**config.mk**
```make
export PLATFORM = sky130hd
export DESIGN_NAME = stream_mux_n_flat
export DESIGN_NICKNAME = d
export VERILOG_FILES = /design/src/rtl/stream_mux_n_if.sv /design/src/rtl/stream_mux_n.sv /design/src/flat_wrapper.sv
export SDC_FILE = /design/constraint.sdc
export NUM_CORES = 1
export LEC_CHECK = 0
export ABC_AREA = 0
export CORE_ASPECT_RATIO = 1.2
export CORE_MARGIN = 4
export CORE_UTILIZATION = 38
export DETAILED_ROUTE_END_ITERATION = 10
export PLACE_DENSITY = 0.78
export SKIP_LAST_GASP = 1
export SLEW_MARGIN = 20
export SYNTH_ARGS = -nofsm -noshare
export SYNTH_HDL_FRONTEND = slang
export SYNTH_SLANG_ARGS = --single-unit
```
**constraint.sdc**
```tcl
create_clock -name clk -period 2.9 [get_ports clk]
set_input_delay 0.58 -clock clk [delete_from_list [all_inputs] [get_ports clk]]
set_output_delay 0.58 -clock clk [all_outputs]
set_load 0.01 [all_outputs]
```
**src/rtl/stream_mux_n_if.sv**
```systemverilog
// Stream bundle for stream_mux_n: per-channel producer side, one consumer side, and select controls.
interface stream_mux_n_if #(
    parameter int unsigned NUM_CH = 4,
    parameter int unsigned WIDTH  = 8
);
    localparam int unsigned CW = (NUM_CH > 1) ? $clog2(NUM_CH) : 1;

    logic                    mode;
    logic [CW-1:0]           sel;
    logic [NUM_CH-1:0]       in_valid;
    logic [NUM_CH*WIDTH-1:0] in_data;
    logic [NUM_CH-1:0]       in_ready;
    logic                    out_valid;
    logic [WIDTH-1:0]        out_data;
    logic [CW-1:0]           out_ch;
    logic                    out_ready;

    modport master (
        output mode, sel, in_valid, in_data, out_ready,
        input  in_ready, out_valid, out_data, out_ch
    );

    modport slave (
        input  mode, sel, in_valid, in_data, out_ready,
        output in_ready, out_valid, out_data, out_ch
    );
endinterface

```
**src/rtl/stream_mux_n.sv**
```systemverilog
// N:1 valid/ready stream multiplexer with manual or round-robin selection and a registered output stage.
module stream_mux_n #(
    parameter int unsigned NUM_CH = 4,
    parameter int unsigned WIDTH  = 8
) (
    input logic          clk,
    input logic          rst_n,
    stream_mux_n_if.slave bus
);
    localparam int unsigned CW = (NUM_CH > 1) ? $clog2(NUM_CH) : 1;

    typedef enum logic {
        ST_EMPTY = 1'b0,
        ST_FULL  = 1'b1
    } state_e;

    state_e           state_q, state_d;
    logic [WIDTH-1:0] data_q, data_d;
    logic [CW-1:0]    ch_q, ch_d;
    logic [CW-1:0]    rr_ptr_q, rr_ptr_d;

    logic             load_en;
    logic [CW-1:0]    gnt;
    logic             gnt_valid;
    logic [CW-1:0]    rr_idx;
    logic [WIDTH-1:0] gnt_data;

    // Grant: manual select (out-of-range sel grants nothing) or first valid scanning from rr_ptr.
    always_comb begin
        gnt       = '0;
        gnt_valid = 1'b0;
        rr_idx    = '0;
        if (!bus.mode) begin
            if (32'(bus.sel) < NUM_CH) begin
                gnt       = bus.sel;
                gnt_valid = bus.in_valid[bus.sel];
            end
        end else begin
            for (int unsigned k = 0; k < NUM_CH; k++) begin
                rr_idx = CW'((32'(rr_ptr_q) + k) % NUM_CH);
                if (!gnt_valid && bus.in_valid[rr_idx]) begin
                    gnt       = rr_idx;
                    gnt_valid = 1'b1;
                end
            end
        end
        gnt_data = bus.in_data[32'(gnt) * WIDTH +: WIDTH];
    end

    assign load_en = (state_q == ST_EMPTY) || bus.out_ready;

    // Ready is one-hot on the granted channel, forced low while reset is asserted.
    always_comb begin
        bus.in_ready = '0;
        if (rst_n && load_en && gnt_valid) begin
            bus.in_ready[gnt] = 1'b1;
        end
    end

    // Output-stage next state: load on grant, drain to empty otherwise, hold under backpressure.
    always_comb begin
        state_d  = state_q;
        data_d   = data_q;
        ch_d     = ch_q;
        rr_ptr_d = rr_ptr_q;
        if (load_en) begin
            if (gnt_valid) begin
                state_d = ST_FULL;
                data_d  = gnt_data;
                ch_d    = gnt;
                if (bus.mode) begin
                    rr_ptr_d = (32'(gnt) == NUM_CH - 1) ? '0 : gnt + CW'(1);
                end
            end else begin
                state_d = ST_EMPTY;
            end
        end
    end

    always_ff @(posedge clk or negedge rst_n) begin
        if (!rst_n) begin
            state_q  <= ST_EMPTY;
            data_q   <= '0;
            ch_q     <= '0;
            rr_ptr_q <= '0;
        end else begin
            state_q  <= state_d;
            data_q   <= data_d;
            ch_q     <= ch_d;
            rr_ptr_q <= rr_ptr_d;
        end
    end

    assign bus.out_valid = (state_q == ST_FULL);
    assign bus.out_data  = data_q;
    assign bus.out_ch    = ch_q;

endmodule
```
**src/flat_wrapper.sv**
```systemverilog
// flat-port wrapper written by rule: the top's interface ports become plain ports
module stream_mux_n_flat 
#(
    parameter int unsigned NUM_CH = 4,
    parameter int unsigned WIDTH  = 8
)
  (clk, rst_n, bus_mode, bus_sel, bus_in_valid, bus_in_data, bus_out_ready, bus_in_ready, bus_out_valid, bus_out_data, bus_out_ch);
  stream_mux_n_if #(.NUM_CH(NUM_CH), .WIDTH(WIDTH)) bus_i ();
  input logic clk;
  input logic rst_n;
  input wire logic [$bits(bus_i.mode)-1:0] bus_mode;
  input wire logic [$bits(bus_i.sel)-1:0] bus_sel;
  input wire logic [$bits(bus_i.in_valid)-1:0] bus_in_valid;
  input wire logic [$bits(bus_i.in_data)-1:0] bus_in_data;
  input wire logic [$bits(bus_i.out_ready)-1:0] bus_out_ready;
  output wire logic [$bits(bus_i.in_ready)-1:0] bus_in_ready;
  output wire logic [$bits(bus_i.out_valid)-1:0] bus_out_valid;
  output wire logic [$bits(bus_i.out_data)-1:0] bus_out_data;
  output wire logic [$bits(bus_i.out_ch)-1:0] bus_out_ch;
  assign bus_i.mode = bus_mode;
  assign bus_i.sel = bus_sel;
  assign bus_i.in_valid = bus_in_valid;
  assign bus_i.in_data = bus_in_data;
  assign bus_i.out_ready = bus_out_ready;
  assign bus_in_ready = bus_i.in_ready;
  assign bus_out_valid = bus_i.out_valid;
  assign bus_out_data = bus_i.out_data;
  assign bus_out_ch = bus_i.out_ch;
  stream_mux_n #(.NUM_CH(NUM_CH), .WIDTH(WIDTH)) u_core (.clk(clk), .rst_n(rst_n), .bus(bus_i));
endmodule
```
==> flow_summary.json, run 1 <==
{
  "grt_max_degree": 17,
  "synth.top_cell.area_share": 0.330,
  "num-nets-final": 213,
  "drtIter0Drc": 16,
  "grt_pass1_vias": 1065,
  "synth_cell_types": 36,
  "drv_slew": 0,
  "seqCellArea_um2": 328,
  "htreeDepth": 1,
  "crit_required_ns": 2.32,
  "dp.cells": 194,
  "finalCritPeriodShare": 0.965,
  "synth_edf_count": 0,
  "hp-start": "u_core.bus.out_ch[1]",
  "grt.met1_usage": 0.203,
  "pwr_density_cell_mw_per_mm2": 463,
  "syn-cell-area_um2": 987,
  "vias": 1053,
  "core_mm2": 0.00238,
  "dp_slack_ns": -0.565,
  "multi_input_area_um2": 676,
  "grt.total_usage": 0.178,
  "cts_buffers": 3,
  "fill_cells": 195,
  "antenna_found_initial": 0,
  "hold_path_class": "reg -> reg",
  "use_met3": 0.0349,
  "tritoncts": "done",
  "instances_no_fill": 200,
  "syn_inst": 98,
  "leakage_nw": 0.769,
  "port_buffers": 56,
  "dpl.hpwl_um": 2470,
  "path_cells": "dlygate4sd2_1, buf_4, nand3b_1, nand2_2, o32ai_4, inv_2, ha_1, and3_1, clkdlybuf4s15_1",
  "layout-drive-gt1-share": 0.260,
  "slew_headroom": 0.612,
  "clk_latency_ns": 0.26,
  "tightest_slew_ns": 0.582,
  "crit_path_max_incr_delay_ns": 0.35,
  "rr_endpoint": "u_core.bus.out_data[7]",
  "outcome": "completed",
  "fin_area_mm2": 0.00175,
  "r2r_slack_ns": 0.74,
  "whs_path_depth": 2,
  "synthToLayoutAreaGrowth_pct": 77.4,
  "synthesis.nets": 141,
  "yosysMostFrequentCell": "mux2i_1",
  "dieArea_mm2": 0.00348,
  "synth_top_area_cell": "dfrtp_1",
  "io_pins": 57,
  "synth-seq-cells": 13,
  "cts.clk_slew.worst_paths_ns": 0.08,
  "synth_warnings": 0,
  "syn_avg_cell_area_um2": 10.1,
  "die_w_um": 54.5,
  "post_dp_cell_area_mm2": 0.00167,
  "path_max_fanout": 4,
  "synth.top_cells.by_area": "dfrtp_1, mux2i_1, o221ai_2",
  "skew_ns": 0.00210,
  "worstPathArrival_ns": 2.22,
  "synthFlopType": "dfrtp_1",
  "synthArstFlopShare": 1.00,
  "peakVddDrop_v": 0.000286,
  "cts-root-buf": "clkbuf_4",
  "finalCriticalPeriod_ns": 2.80,
  "hold_viol": 0,
  "drc_errors": 0,
  "wl_per_cell_um": 15.6,
  "grt_pass1_wl_um": 4730,
  "yosys-top-cells-count": "mux2i_1, nand2_1, dfrtp_1",
  "rr_worst_depth": 6,
  "min_to": "u_core.bus.out_ch[1]",
  "die_y_um": 63.8,
  "start_util": 0.415,
  "max_cap_viol_count": 0,
  "critPathLaunchType": "input port",
  "cp_slowest_cell": "o32ai_4",
  "rows": 19,
  "grt_use_met2": 0.331,
  "postCtsHoldBufs": 0,
  "setup_viol": 0,
  "grt-busiest-layer": "met2",
  "antenna_left": 0,
  "ys_seq_area_frac": 0.330,
  "via_per_inst": 5.27,
  "firstDrtPassIters": 4,
  "gp_congestion": 0.771,
  "worst_slack_ns": 0.101,
  "wirelength_um": 3110,
  "grt_overflow": 0,
  "end_kind": "output port",
  "clock_sinks": 13,
  "reg2reg_from": "u_core.rr_ptr_q[1]",
  "clock.fmax_mhz": 357,
  "antenna_cells": 0,
  "crit_type": "in -> out",
  "fin_hold_ws_ns": 0.489,
  "clockBufferDepth": 2
}
area by class of cell:
| class | count | area share |
|---|---|---|
| Clock buffer | 4 | 0.0150 |
| Inverter | 4 | 0.00857 |
| Multi-Input combinational cell | 76 | 0.386 |
| Sequential cell | 13 | 0.187 |
| Tap cell | 31 | 0.0221 |
| Timing Repair Buffer | 72 | 0.381 |
routing by layer:
layer,part of all wire,vias to the layer above,routed length (µm)
met3,0.10,4,318
met5,0,-,0
met4,0.014,0,42
li1,-,508,-
met1,0.38,494,1180
met2,0.50,47,1570
logic make-up after synthesis:
kind of cell | share of synthesized area
buffers and inverters | 0.0545
flip-flops | 0.330
multiplexers | 0.185
AND/OR/NAND/NOR | 0.196
adder cells (fa/ha/maj) | 0.0127
AO/OA/AOI/OAI | 0.222
worst max-delay path: cells and delay by family:
kind / cells / cell delay (ns)
compound gates: 1 / 0.35
buf+inv: 4 / 0.72
fa+ha+maj: 1 / 0.19
simple gates: 3 / 0.36
through the flow:
step	util	power (mW)	TNS, ns
after floorplan	-	0.477	0
after global placement	0.703	0.677	-1.39
after detailed placement	0.703	0.691	-1.99
after CTS	0.732	0.813	0
after global routing	0.737	0.869	-0.000670
final	0.737	0.812	0
worst max-delay path by stage:
stage	start	end	slack, ns	cells after the start
global route	bus_in_valid[2]	bus_in_ready[2]	-0.0007	9
detailed placement	bus_in_valid[0]	bus_in_ready[2]	-0.57	8
global placement	bus_in_valid[0]	bus_in_ready[2]	-0.39	8
CTS	bus_in_valid[3]	bus_in_ready[2]	0.0003	8
finish	bus_in_valid[2]	bus_in_ready[2]	0.10	9
floorplan	bus_in_valid[3]	bus_in_ready[2]	0.49	8
layout by cell type, fill, tap and decap left out, types with 2 or more instances in the layout:
cell type,instances
o221ai_2,8
a21oi_1,3
nand2b_1,3
mux2i_1,16
nor2_1,2
buf_4,16
nor2b_1,3
dlygate4sd2_1,5
o21ai_1,2
nand2_1,13
clkbuf_4,3
and3_1,2
clkdlybuf4s50_1,46
dfrtp_1,11
dfrtp_2,2
nor2_2,2
inv_1,3
state kept, by name, indices dropped and copies added, names as in the netlist:
| name | count |
|---|---|
| u_core.bus.out_ch | 2 |
| u_core.bus.out_data | 8 |
| u_core.bus.out_valid | 1 |
| u_core.rr_ptr_q | 2 |
repair_timing:
item                                    4_1_cts  5_1_grt
endpoints found under the setup margin        4        3
resized for setup                            22        8
pin swaps                                     4        4
buffers inserted                              1        1
report_power, final:
group	internal, mW	switching (mW)
registers	0.232	0.0431
logic	0.248	0.181
clock network	0.0531	0.0547
(Power assumes the default switching activity.)
==> run 2: changes to the inputs <==
CAP_MARGIN = 10   (was not set)
CTS_BUF_LIST = sky130_fd_sc_hd__clkbuf_8 sky130_fd_sc_hd__clkbuf_16   (was not set)
RECOVER_POWER = 25   (was not set)
==> run 2 against run 1 <==
Net effect: via count about the same; routed wire length down 0.29%; critical path type unchanged; largest power group unchanged; final cell count unchanged; clock power up 41%; sequential cell count unchanged; largest cell class unchanged; sequential share of layout area down 0.22 points; worst hold slack worse by 0.0054 ns; power up 5.2%; sequential power about the same.
==> flow_summary.json, run 2 (synthesis results as in run 1) <==
{
  "crit_required_ns": 2.32,
  "num-nets-final": 213,
  "path_max_fanout": 4,
  "m1WireLength_um": 1150,
  "cts_buffers": 3,
  "start_util": 0.415,
  "peakVddDrop_v": 0.000317,
  "worstPathArrival_ns": 2.21,
  "clock.fmax_mhz": 358,
  "slew_headroom": 0.532,
  "tritoncts": "done",
  "instances_no_fill": 200,
  "crit_path_max_incr_delay_ns": 0.35,
  "crit_type": "in -> out",
  "path_cells": "dlygate4sd2_1, buf_4, nand3b_1, nand2_2, o32ai_4, inv_2, ha_1, and3_1, clkdlybuf4s15_1",
  "final.setup.tns_ns": 0,
  "drv_slew": 0,
  "tightest_slew_ns": 0.702,
  "grt_pass1_wl_um": 4790,
  "grt_pass1_vias": 1092,
  "fill_cells": 194,
  "grt.total_usage": 0.182,
  "port_buffers": 56,
  "wl_per_cell_um": 15.5,
  "p_total_mw": 0.854,
  "dr_wl_met2_um": 1580,
  "clock_sinks": 13,
  "clockBufferDepth": 2,
  "cp_slowest_cell": "o32ai_4",
  "multi_input_area_um2": 676,
  "drtIter0Drc": 4,
  "layout_commonest_cell": "clkdlybuf4s50_1",
  "drc_errors": 0,
  "core_mm2": 0.00238,
  "critPathLaunchType": "input port",
  "hold_path_class": "reg -> reg",
  "dpl.hpwl_um": 2470,
  "hold_viol": 0,
  "setup_viol": 0,
  "via_per_inst": 5.26,
  "firstDrtPassIters": 4,
  "pwr_density_cell_mw_per_mm2": 484,
  "end_kind": "output port",
  "io_pins": 57,
  "antenna_cells": 0,
  "outcome": "completed",
  "finalCriticalPeriod_ns": 2.79,
  "dp.cells": 194,
  "layout-drive-gt1-share": 0.249,
  "leakage_nw": 0.779,
  "die_w_um": 54.5,
  "htreeDepth": 1,
  "gp_congestion": 0.771,
  "skew_ns": 0.00190,
  "seqCellArea_um2": 327,
  "postCtsHoldBufs": 0,
  "clk_latency_ns": 0.23,
  "maxUsedRoutingLayer": "met4",
  "synthToLayoutAreaGrowth_pct": 78.8,
  "largest_reg_flops": 8,
  "vias": 1052,
  "dieArea_mm2": 0.00348,
  "wirelength_um": 3100,
  "antenna_found_initial": 0,
  "max_cap_viol_count": 0,
  "die_y_um": 63.8,
  "finalCritPeriodShare": 0.962,
  "grt_max_degree": 17,
  "cts-root-buf": "clkbuf_8",
  "wl_met3_um": 330,
  "mostFrequentLayoutCells": "clkdlybuf4s50_1, mux2i_1, buf_4, nand2_1, dfrtp_1",
  "cts.clk_slew.worst_paths_ns": 0.05,
  "rows": 19,
  "antenna_left": 0,
  "grt_overflow": 0
}
[run 2: routing by layer]
layer,vias to the layer above,GRT usage
li1,510,-
met1,489,0.201
met2,49,0.335
met3,4,0.0419
met4,0,0.0436
met5,-,0
[run 2: cell type report]
type                       instances  share of cell area
inverter                           4             0.00850
clock buffer                       3              0.0234
sequential                        13               0.185
clock inverter                     1             0.00213
tap                               31              0.0220
timing repair buffer              72               0.376
multi-input combinational         76               0.383
[run 2: repair_timing]
item,in CTS,in global routing
gates resized for setup,21,8
setup endpoints to repair,4,3
pin swaps,4,4
hold endpoints to repair,0,0
buffers inserted,1,1
[run 2: where the power goes]
group | total (mW) | switching, mW | internal, mW
Clock | 0.152 | 0.0588 | 0.0931
Combinational | 0.428 | 0.180 | 0.247
Sequential | 0.274 | 0.0428 | 0.231
[run 2: worst paths after layout]
| kind | startpoint | end | slack (ns) | cells after the start |
|---|---|---|---|---|
| max | bus_in_valid[2] | bus_in_ready[2] | 0.11 | 9 |
| min | u_core.bus.out_ch[1] | u_core.bus.out_ch[1] | 0.48 | 2 |
| max reg2reg | u_core.rr_ptr_q[1] | u_core.bus.out_data[7] | 0.75 | 6 |
| min reg2reg | u_core.bus.out_ch[1] | u_core.bus.out_ch[1] | 0.48 | 2 |
| max in group asynchronous | rst_n | u_core.rr_ptr_q[1] | 1.37 | 2 |
| min in group asynchronous | rst_n | u_core.bus.out_valid | 0.61 | 1 |
[run 2: metrics by stage]
step | instance area [µm²] | hold slack, ns | setup WS, ns | utilization
global route | 1770 | 0.509 | -0.000669 | 0.743
global placement | 1670 | 0.461 | -0.394 | 0.703
finish | 1770 | 0.483 | 0.109 | 0.743
CTS | 1760 | 0.487 | 0.000325 | 0.739
floorplan | 987 | 0.284 | 0.489 | -
detailed placement | 1670 | 0.473 | -0.565 | 0.703
[run 2: worst max-delay path, delay by kind of cell]
kind                     cells  cell delay, ns
AO/OA/AOI/OAI                1            0.35
adder cells (fa/ha/maj)      1            0.19
buffers and inverters        4            0.72
AND/OR/NAND/NOR              3            0.36
